## src/rtl/receiving_device_pkg.sv

```systemverilog
// Shared definitions for the serial receiver: default word size, receiver
// state encoding and the active-low seven-segment digit table.
// The PARITY state exists only when RECEIVING_DEVICE_PARITY_EN is defined.
package receiving_device_pkg;

  localparam int unsigned WORD_SIZE_DEFAULT = 4;

  typedef enum logic [2:0] {
    ST_IDLE   = 3'd0,
    ST_START  = 3'd1,
    ST_DATA   = 3'd2,
`ifdef RECEIVING_DEVICE_PARITY_EN
    ST_PARITY = 3'd3,
`endif
    ST_STOP   = 3'd4
  } rx_state_t;

  // Segment order {g,f,e,d,c,b,a}, a 0 lights the segment; index = digit value.
  localparam logic [0:15][6:0] SEG_TABLE = {
    7'b1000000, // 0
    7'b1111001, // 1
    7'b0100100, // 2
    7'b0110000, // 3
    7'b0011001, // 4
    7'b0010010, // 5
    7'b0000010, // 6
    7'b1111000, // 7
    7'b0000000, // 8
    7'b0010000, // 9
    7'b0001000, // A
    7'b0000011, // b
    7'b1000110, // C
    7'b0100001, // d
    7'b0000110, // E
    7'b0001110  // F
  };

endpackage

```

## src/rtl/receiving_device_rx_fifo.sv

```systemverilog
// Word FIFO for received frames. Pointers carry one extra wrap bit so full and
// empty come straight from registered pointer compares.
module rx_fifo #(
  parameter int unsigned WIDTH = 4,
  parameter int unsigned DEPTH = 8
) (
  input  logic             clock,
  input  logic             reset,
  input  logic             push,
  input  logic             pop,
  input  logic [WIDTH-1:0] din,
  output logic [WIDTH-1:0] dout,
  output logic             full,
  output logic             empty
);

  localparam int unsigned AW = $clog2(DEPTH);

  logic [AW:0]      wr_q, wr_d;
  logic [AW:0]      rd_q, rd_d;
  logic [WIDTH-1:0] mem_q [DEPTH];
  logic             pop_ok;
  logic             push_ok;

  // Pop needs data present; push needs space, or a pop in the same cycle.
  always_comb begin
    empty   = (wr_q == rd_q);
    full    = (wr_q[AW] != rd_q[AW]) && (wr_q[AW-1:0] == rd_q[AW-1:0]);
    pop_ok  = pop & ~empty;
    push_ok = push & (~full | pop_ok);
    wr_d    = wr_q + {{AW{1'b0}}, push_ok};
    rd_d    = rd_q + {{AW{1'b0}}, pop_ok};
    dout    = mem_q[rd_q[AW-1:0]];
  end

  // Pointer registers.
  always_ff @(posedge clock or posedge reset) begin
    if (reset) begin
      wr_q <= '0;
      rd_q <= '0;
    end else begin
      wr_q <= wr_d;
      rd_q <= rd_d;
    end
  end

  // Storage array; contents are don't-care until written.
  always_ff @(posedge clock) begin
    if (push_ok) begin
      mem_q[wr_q[AW-1:0]] <= din;
    end
  end

endmodule

```

## src/rtl/receiving_device.sv

```systemverilog
// Serial frame receiver: synchronizes rx, decodes start/data/[parity]/stop
// frames into a FIFO, pops words to data_out on read_req and drives a
// seven-segment image of the last popped word.
// Optional even parity bit: define RECEIVING_DEVICE_PARITY_EN.
module receiving_device
  import receiving_device_pkg::*;
#(
  parameter int unsigned WORD_SIZE  = WORD_SIZE_DEFAULT,
  parameter int unsigned BIT_PERIOD = 10,
  parameter int unsigned DEPTH      = 8
) (
  input  logic                 CLOCK_50,
  input  logic                 reset,
  input  logic                 rx,
  input  logic                 read_req,
  output logic [WORD_SIZE-1:0] data_out,
  output logic                 data_valid,
  output logic [6:0]           hex,
  output logic                 full,
  output logic                 empty,
  output logic                 frame_error,
  output logic                 overrun,
  output logic                 parity_error
);

  localparam int unsigned    TW        = $clog2(BIT_PERIOD);
  localparam int unsigned    CW        = $clog2(WORD_SIZE + 1);
  localparam logic [TW-1:0]  HALF_LAST = TW'(BIT_PERIOD / 2 - 1);
  localparam logic [TW-1:0]  FULL_LAST = TW'(BIT_PERIOD - 1);
  localparam logic [CW-1:0]  LAST_BIT  = CW'(WORD_SIZE - 1);

  logic                 sync1_q, sync1_d;
  logic                 sync2_q, sync2_d;
  logic [1:0]           sync_ok_q, sync_ok_d;
  logic                 rx_prev_q, rx_prev_d;
  rx_state_t            state_q, state_d;
  logic [TW-1:0]        timer_q, timer_d;
  logic [CW-1:0]        bit_cnt_q, bit_cnt_d;
  logic [WORD_SIZE-1:0] shift_q, shift_d;
  logic                 frame_err_q, frame_err_d;
  logic                 overrun_q, overrun_d;
  logic [WORD_SIZE-1:0] data_out_q, data_out_d;
  logic                 data_valid_q, data_valid_d;
`ifdef RECEIVING_DEVICE_PARITY_EN
  logic                 par_bad_q, par_bad_d;
  logic                 parity_err_q, parity_err_d;
  logic                 parity_set;
`endif

  logic                 rx_s;
  logic                 fall;
  logic                 push;
  logic                 frame_err_set;
  logic                 pop_ok;
  logic [WORD_SIZE-1:0] fifo_dout;
  logic [3:0]           digit;

  // Synchronizer and edge detect. rx_prev only loads once sync2 holds a real
  // rx sample, so the reset-value 1 of the synchronizer never fakes an edge
  // when the line is already low at reset release.
  always_comb begin
    sync1_d   = rx;
    sync2_d   = sync1_q;
    sync_ok_d = {sync_ok_q[0], 1'b1};
    rx_s      = sync2_q;
    rx_prev_d = sync_ok_q[1] & rx_s;
    fall      = rx_prev_q & ~rx_s;
  end

  // Frame decoder next-state logic.
  always_comb begin
    state_d       = state_q;
    timer_d       = timer_q + 1'b1;
    bit_cnt_d     = bit_cnt_q;
    shift_d       = shift_q;
    push          = 1'b0;
    frame_err_set = 1'b0;
`ifdef RECEIVING_DEVICE_PARITY_EN
    par_bad_d     = par_bad_q;
    parity_set    = 1'b0;
`endif
    case (state_q)
      ST_IDLE: begin
        timer_d = '0;
        if (fall) begin
          state_d = ST_START;
        end
      end
      ST_START: begin
        if (timer_q == HALF_LAST) begin
          timer_d   = '0;
          bit_cnt_d = '0;
          state_d   = rx_s ? ST_IDLE : ST_DATA;
`ifdef RECEIVING_DEVICE_PARITY_EN
          par_bad_d = 1'b0;
`endif
        end
      end
      ST_DATA: begin
        if (timer_q == FULL_LAST) begin
          timer_d                = '0;
          shift_d                = shift_q >> 1;
          shift_d[WORD_SIZE-1]   = rx_s;
          bit_cnt_d              = bit_cnt_q + 1'b1;
          if (bit_cnt_q == LAST_BIT) begin
`ifdef RECEIVING_DEVICE_PARITY_EN
            state_d = ST_PARITY;
`else
            state_d = ST_STOP;
`endif
          end
        end
      end
`ifdef RECEIVING_DEVICE_PARITY_EN
      ST_PARITY: begin
        if (timer_q == FULL_LAST) begin
          timer_d    = '0;
          par_bad_d  = (^shift_q) ^ rx_s;
          parity_set = par_bad_d;
          state_d    = ST_STOP;
        end
      end
`endif
      ST_STOP: begin
        if (timer_q == FULL_LAST) begin
          timer_d = '0;
          state_d = ST_IDLE;
          if (!rx_s) begin
            frame_err_set = 1'b1;
          end else begin
`ifdef RECEIVING_DEVICE_PARITY_EN
            push = ~par_bad_q;
`else
            push = 1'b1;
`endif
          end
        end
      end
      default: begin
        state_d = ST_IDLE;
        timer_d = '0;
      end
    endcase
  end

  // Read side, sticky flags and display decode.
  always_comb begin
    pop_ok       = read_req & ~empty;
    data_out_d   = pop_ok ? fifo_dout : data_out_q;
    data_valid_d = pop_ok;
    frame_err_d  = frame_err_q | frame_err_set;
    overrun_d    = overrun_q | (push & full & ~pop_ok);
`ifdef RECEIVING_DEVICE_PARITY_EN
    parity_err_d = parity_err_q | parity_set;
`endif
    digit        = 4'(data_out_q);
    hex          = SEG_TABLE[digit];
  end

  // State registers.
  always_ff @(posedge CLOCK_50 or posedge reset) begin
    if (reset) begin
      sync1_q      <= 1'b1;
      sync2_q      <= 1'b1;
      sync_ok_q    <= '0;
      rx_prev_q    <= 1'b0;
      state_q      <= ST_IDLE;
      timer_q      <= '0;
      bit_cnt_q    <= '0;
      shift_q      <= '0;
      frame_err_q  <= 1'b0;
      overrun_q    <= 1'b0;
      data_out_q   <= '0;
      data_valid_q <= 1'b0;
`ifdef RECEIVING_DEVICE_PARITY_EN
      par_bad_q    <= 1'b0;
      parity_err_q <= 1'b0;
`endif
    end else begin
      sync1_q      <= sync1_d;
      sync2_q      <= sync2_d;
      sync_ok_q    <= sync_ok_d;
      rx_prev_q    <= rx_prev_d;
      state_q      <= state_d;
      timer_q      <= timer_d;
      bit_cnt_q    <= bit_cnt_d;
      shift_q      <= shift_d;
      frame_err_q  <= frame_err_d;
      overrun_q    <= overrun_d;
      data_out_q   <= data_out_d;
      data_valid_q <= data_valid_d;
`ifdef RECEIVING_DEVICE_PARITY_EN
      par_bad_q    <= par_bad_d;
      parity_err_q <= parity_err_d;
`endif
    end
  end

  rx_fifo #(
    .WIDTH(WORD_SIZE),
    .DEPTH(DEPTH)
  ) u_fifo (
    .clock(CLOCK_50),
    .reset(reset),
    .push (push),
    .pop  (read_req),
    .din  (shift_q),
    .dout (fifo_dout),
    .full (full),
    .empty(empty)
  );

  assign data_out    = data_out_q;
  assign data_valid  = data_valid_q;
  assign frame_error = frame_err_q;
  assign overrun     = overrun_q;
`ifdef RECEIVING_DEVICE_PARITY_EN
  assign parity_error = parity_err_q;
`else
  assign parity_error = 1'b0;
`endif

endmodule

```

## config.mk

```make
export PLATFORM = sky130hd
export DESIGN_NAME = receiving_device
export DESIGN_NICKNAME = d
export VERILOG_FILES = /design/src/rtl/receiving_device_pkg.sv /design/src/rtl/receiving_device_rx_fifo.sv /design/src/rtl/receiving_device.sv
export SDC_FILE = /design/constraint.sdc
export NUM_CORES = 1
export LEC_CHECK = 0
export ABC_AREA = 1
export CAP_MARGIN = 20
export CORE_ASPECT_RATIO = 0.75
export CORE_MARGIN = 2
export CORE_UTILIZATION = 45
export CTS_CLUSTER_DIAMETER = 150
export DETAILED_ROUTE_END_ITERATION = 10
export MAX_ROUTING_LAYER = met4
export PLACE_DENSITY = 0.64
export SLEW_MARGIN = 20
export SYNTH_ARGS = -nofsm -noshare
export SYNTH_HDL_FRONTEND = slang
export SYNTH_SLANG_ARGS = --single-unit
```

## constraint.sdc

```tcl
create_clock -name CLOCK_50 -period 2.2 [get_ports CLOCK_50]
set_input_delay 0.55 -clock CLOCK_50 [delete_from_list [all_inputs] [get_ports CLOCK_50]]
set_output_delay 0.55 -clock CLOCK_50 [all_outputs]
set_load 0.01 [all_outputs]
```

==> metrics <==
#FFs+latches synth=66; Worst path top cell family by delay=flip-flops; 1st-iter DRT viols=156; Crit path arrival time=1.57 ns; # IOs=21; share of layout cells above drive strength 1=20.2%; pwr dens=1110 nW/µm²; DR WL/cell=12.4 µm; Max Cap Violations=0; die footprint=8350 µm²; antenna fix cells=0; data required time of the worst path=1.65 ns; Worst Hold Slack=0.357 ns; RSZ-0062 raised after global routing=false; skew final=0.0123 ns; outcome=finished, final reports clean; Num CTS Buffers=9; Crit. End Element=output pin; Mapped Cells=391; final worst path period need=2.12 ns; EDFF count, synth=32; antenna-violating nets left=0; part of the Yosys area used for sequential elements=52.8%; Area after DPL=3770 µm²; TritonCTS clock tree=yes; worst hold path class=reg2reg; Routed WL=6620 µm; post-DR vias/cell=4.66; vias=2,477; first-pass GRT wire length=11,300 µm; Worst Setup Start Kind=register; global route total overflow=0; Rows=27; Top FF cell, synth=edfxtp_1; Die W=105 µm; total track usage=18.0%; clk slew on worst S/H paths=0.07 ns; Hold Fails Final Rpt=0; port bufs=19; Tcrit/Tclk final=96.4%; Buf/Inv on CP=2; Max Fclk=472 MHz; H-Tree Level Count=3; critical path class=reg2out; syn_area_per_cell=8.78 µm²; YS warnings=0; Largest stage delay, worst path=0.36 ns; P_leak=1.96 nW; largest net degree at the start of global routing=35; post-layout util=54.0%; HPWL Detailed=4920 µm; TritonCTS Sinks=66; initial antenna violation count=0; Area Growth Syn to Fin=15.7%; Mapped Nets=410; later-pin clock latency in the skew report=0.34 ns; Die Y=79.6 µm; worst path cell trace=inv_2 > ha_1 > a21oi_2 > a21oi_1 > clkdlybuf4s15_1; fin nets=445; vias in the first global route=2,350; async set or reset register ratio after synthesis=51.5%; initial core utilization=46.6%; fin area=3970 µm²; CORE AREA=7360 µm²; # hold bufs at CTS=0; CTS root buf=clkbuf_8; post-synthesis cell type count=33; Max FO, Critical Path=4; DRC Markers=0; Clock Tree Buf Depth=2; critical path's slowest cell=dfrtp_1; Initial DRT Pass Iterations=4; Synth Cell Area=3430 µm²; max-slew violations=0; IR drop worst, VDD=0.564 mV; # setup viols final=0; gpl congestion=0.856
==> layer usage <==
layer / GRT usage [%] / share of wire (%)
met1: 25.9 / 53
met4: 3.73 / 0.27
met2: 24.9 / 42
met5: - / 0
met3: 5.88 / 5.0
==> logic make-up after synthesis <==
| group | synth area share, % |
|---|---|
| adder cells (fa/ha/maj) | 5.47 |
| other | 0.219 |
| XOR/XNOR | 1.53 |
| AND/OR/NAND/NOR | 27.0 |
| flip-flops | 52.8 |
| buffers and inverters | 10.1 |
| AO/OA/AOI/OAI | 2.88 |
==> cell usage after synthesis, types with 2 or more instances <==
library cell | number | area share [%]
a21oi_1 | 6 | 0.87
inv_2 | 5 | 0.55
nand2_4 | 2 | 0.66
conb_1 | 2 | 0.22
o21ai_0 | 5 | 0.73
dfstp_2 | 2 | 1.5
dfrtp_1 | 32 | 23
inv_4 | 4 | 0.73
nor2_4 | 4 | 1.3
nand2_1 | 124 | 14
edfxtp_1 | 32 | 28
inv_1 | 61 | 6.7
buf_2 | 4 | 0.58
buf_4 | 5 | 1.1
xor2_1 | 5 | 1.3
nand3_2 | 2 | 0.58
o21ai_1 | 2 | 0.29
nand3_1 | 31 | 4.5
nor2_2 | 12 | 2.2
nand4_1 | 3 | 0.55
nand2_2 | 6 | 1.1
ha_1 | 15 | 5.5
nor2_1 | 17 | 1.9
==> timing repair <==
item / 4_1_cts / 5_1_grt
setup buffers: 1 / 2
pin swaps: 1 / 1
resized for setup: 28 / 11
hold endpoints to repair: 0 / 0
setup endpoints to repair: 9 / 8
==> stage by stage <==
step	std cells	power (mW)	TNS (ns)	setup slack, ns
final	532	4.40	0	0.0795
after detailed placement	513	3.55	0	0.0330
after global placement	513	3.52	0	0.0661
after floorplan	391	2.87	0	0.451
after CTS	530	4.42	-0.00766	-0.00766
after global routing	532	4.76	0	0.000210
==> path summary, 6_finish.rpt <==
path                                               from                           end  slack (ns)  cells past startpoint
min in group asynchronous                         reset      u_fifo.rd_q[2]$_DFF_PP0_        0.60                      3
worst min register to register        sync1_q$_DFF_PP1_                rx_s$_DFF_PP1_        0.36                      0
worst max register to register     timer_q[1]$_DFF_PP0_  u_fifo.mem_q[4][3]$_DFFE_PP_        0.30                      9
worst max-delay path            data_out[1]$_DFFE_PP0N_                        hex[1]        0.08                      5
max in group asynchronous                         reset             sync1_q$_DFF_PP1_        1.25                      3
worst min-delay path                  sync1_q$_DFF_PP1_                rx_s$_DFF_PP1_        0.36                      0
==> sequential cells by signal, summed over array words and instances (netlist names), 2 cells and up <==
| signal | cells |
|---|---|
| shift_q | 4 |
| data_out | 4 |
| timer_q | 4 |
| bit_cnt_q | 3 |
| state_q | 3 |
| u_fifo.rd_q | 4 |
| u_fifo.wr_q | 4 |
| sync_ok_q | 2 |
| u_fifo.mem_q | 32 |
==> cells in the final DEF (no fill, tap or decap), drive strengths merged, types with 2 or more instances in the layout <==
| master | n |
|---|---|
| nand2 | 132 |
| nand4 | 4 |
| dfrtp | 32 |
| buf | 18 |
| nor2 | 33 |
| clkdlybuf4s50 | 10 |
| dfstp | 2 |
| nand3 | 33 |
| xor2 | 5 |
| o21ai | 8 |
| clkbuf | 15 |
| clkinv | 4 |
| edfxtp | 32 |
| conb | 2 |
| ha | 15 |
| inv | 70 |
| a21oi | 6 |
| dlygate4sd2 | 3 |
==> cell type report <==
class,count,area (µm²)
sequential,66,1820
inverter,71,277
fill,707,3390
clock buffer,13,159
timing repair buffer,34,274
clock inverter,3,15.0
tap,101,126
multi-input combinational,244,1300
==> power breakdown <==
group	total (mW)	switching, mW	internal (mW)
sequential	1.60	0.177	1.43
combinational	1.91	1.16	0.753
clock	0.890	0.425	0.465
total	4.40	1.76	2.64
Power figures use the tool's default switching activity.
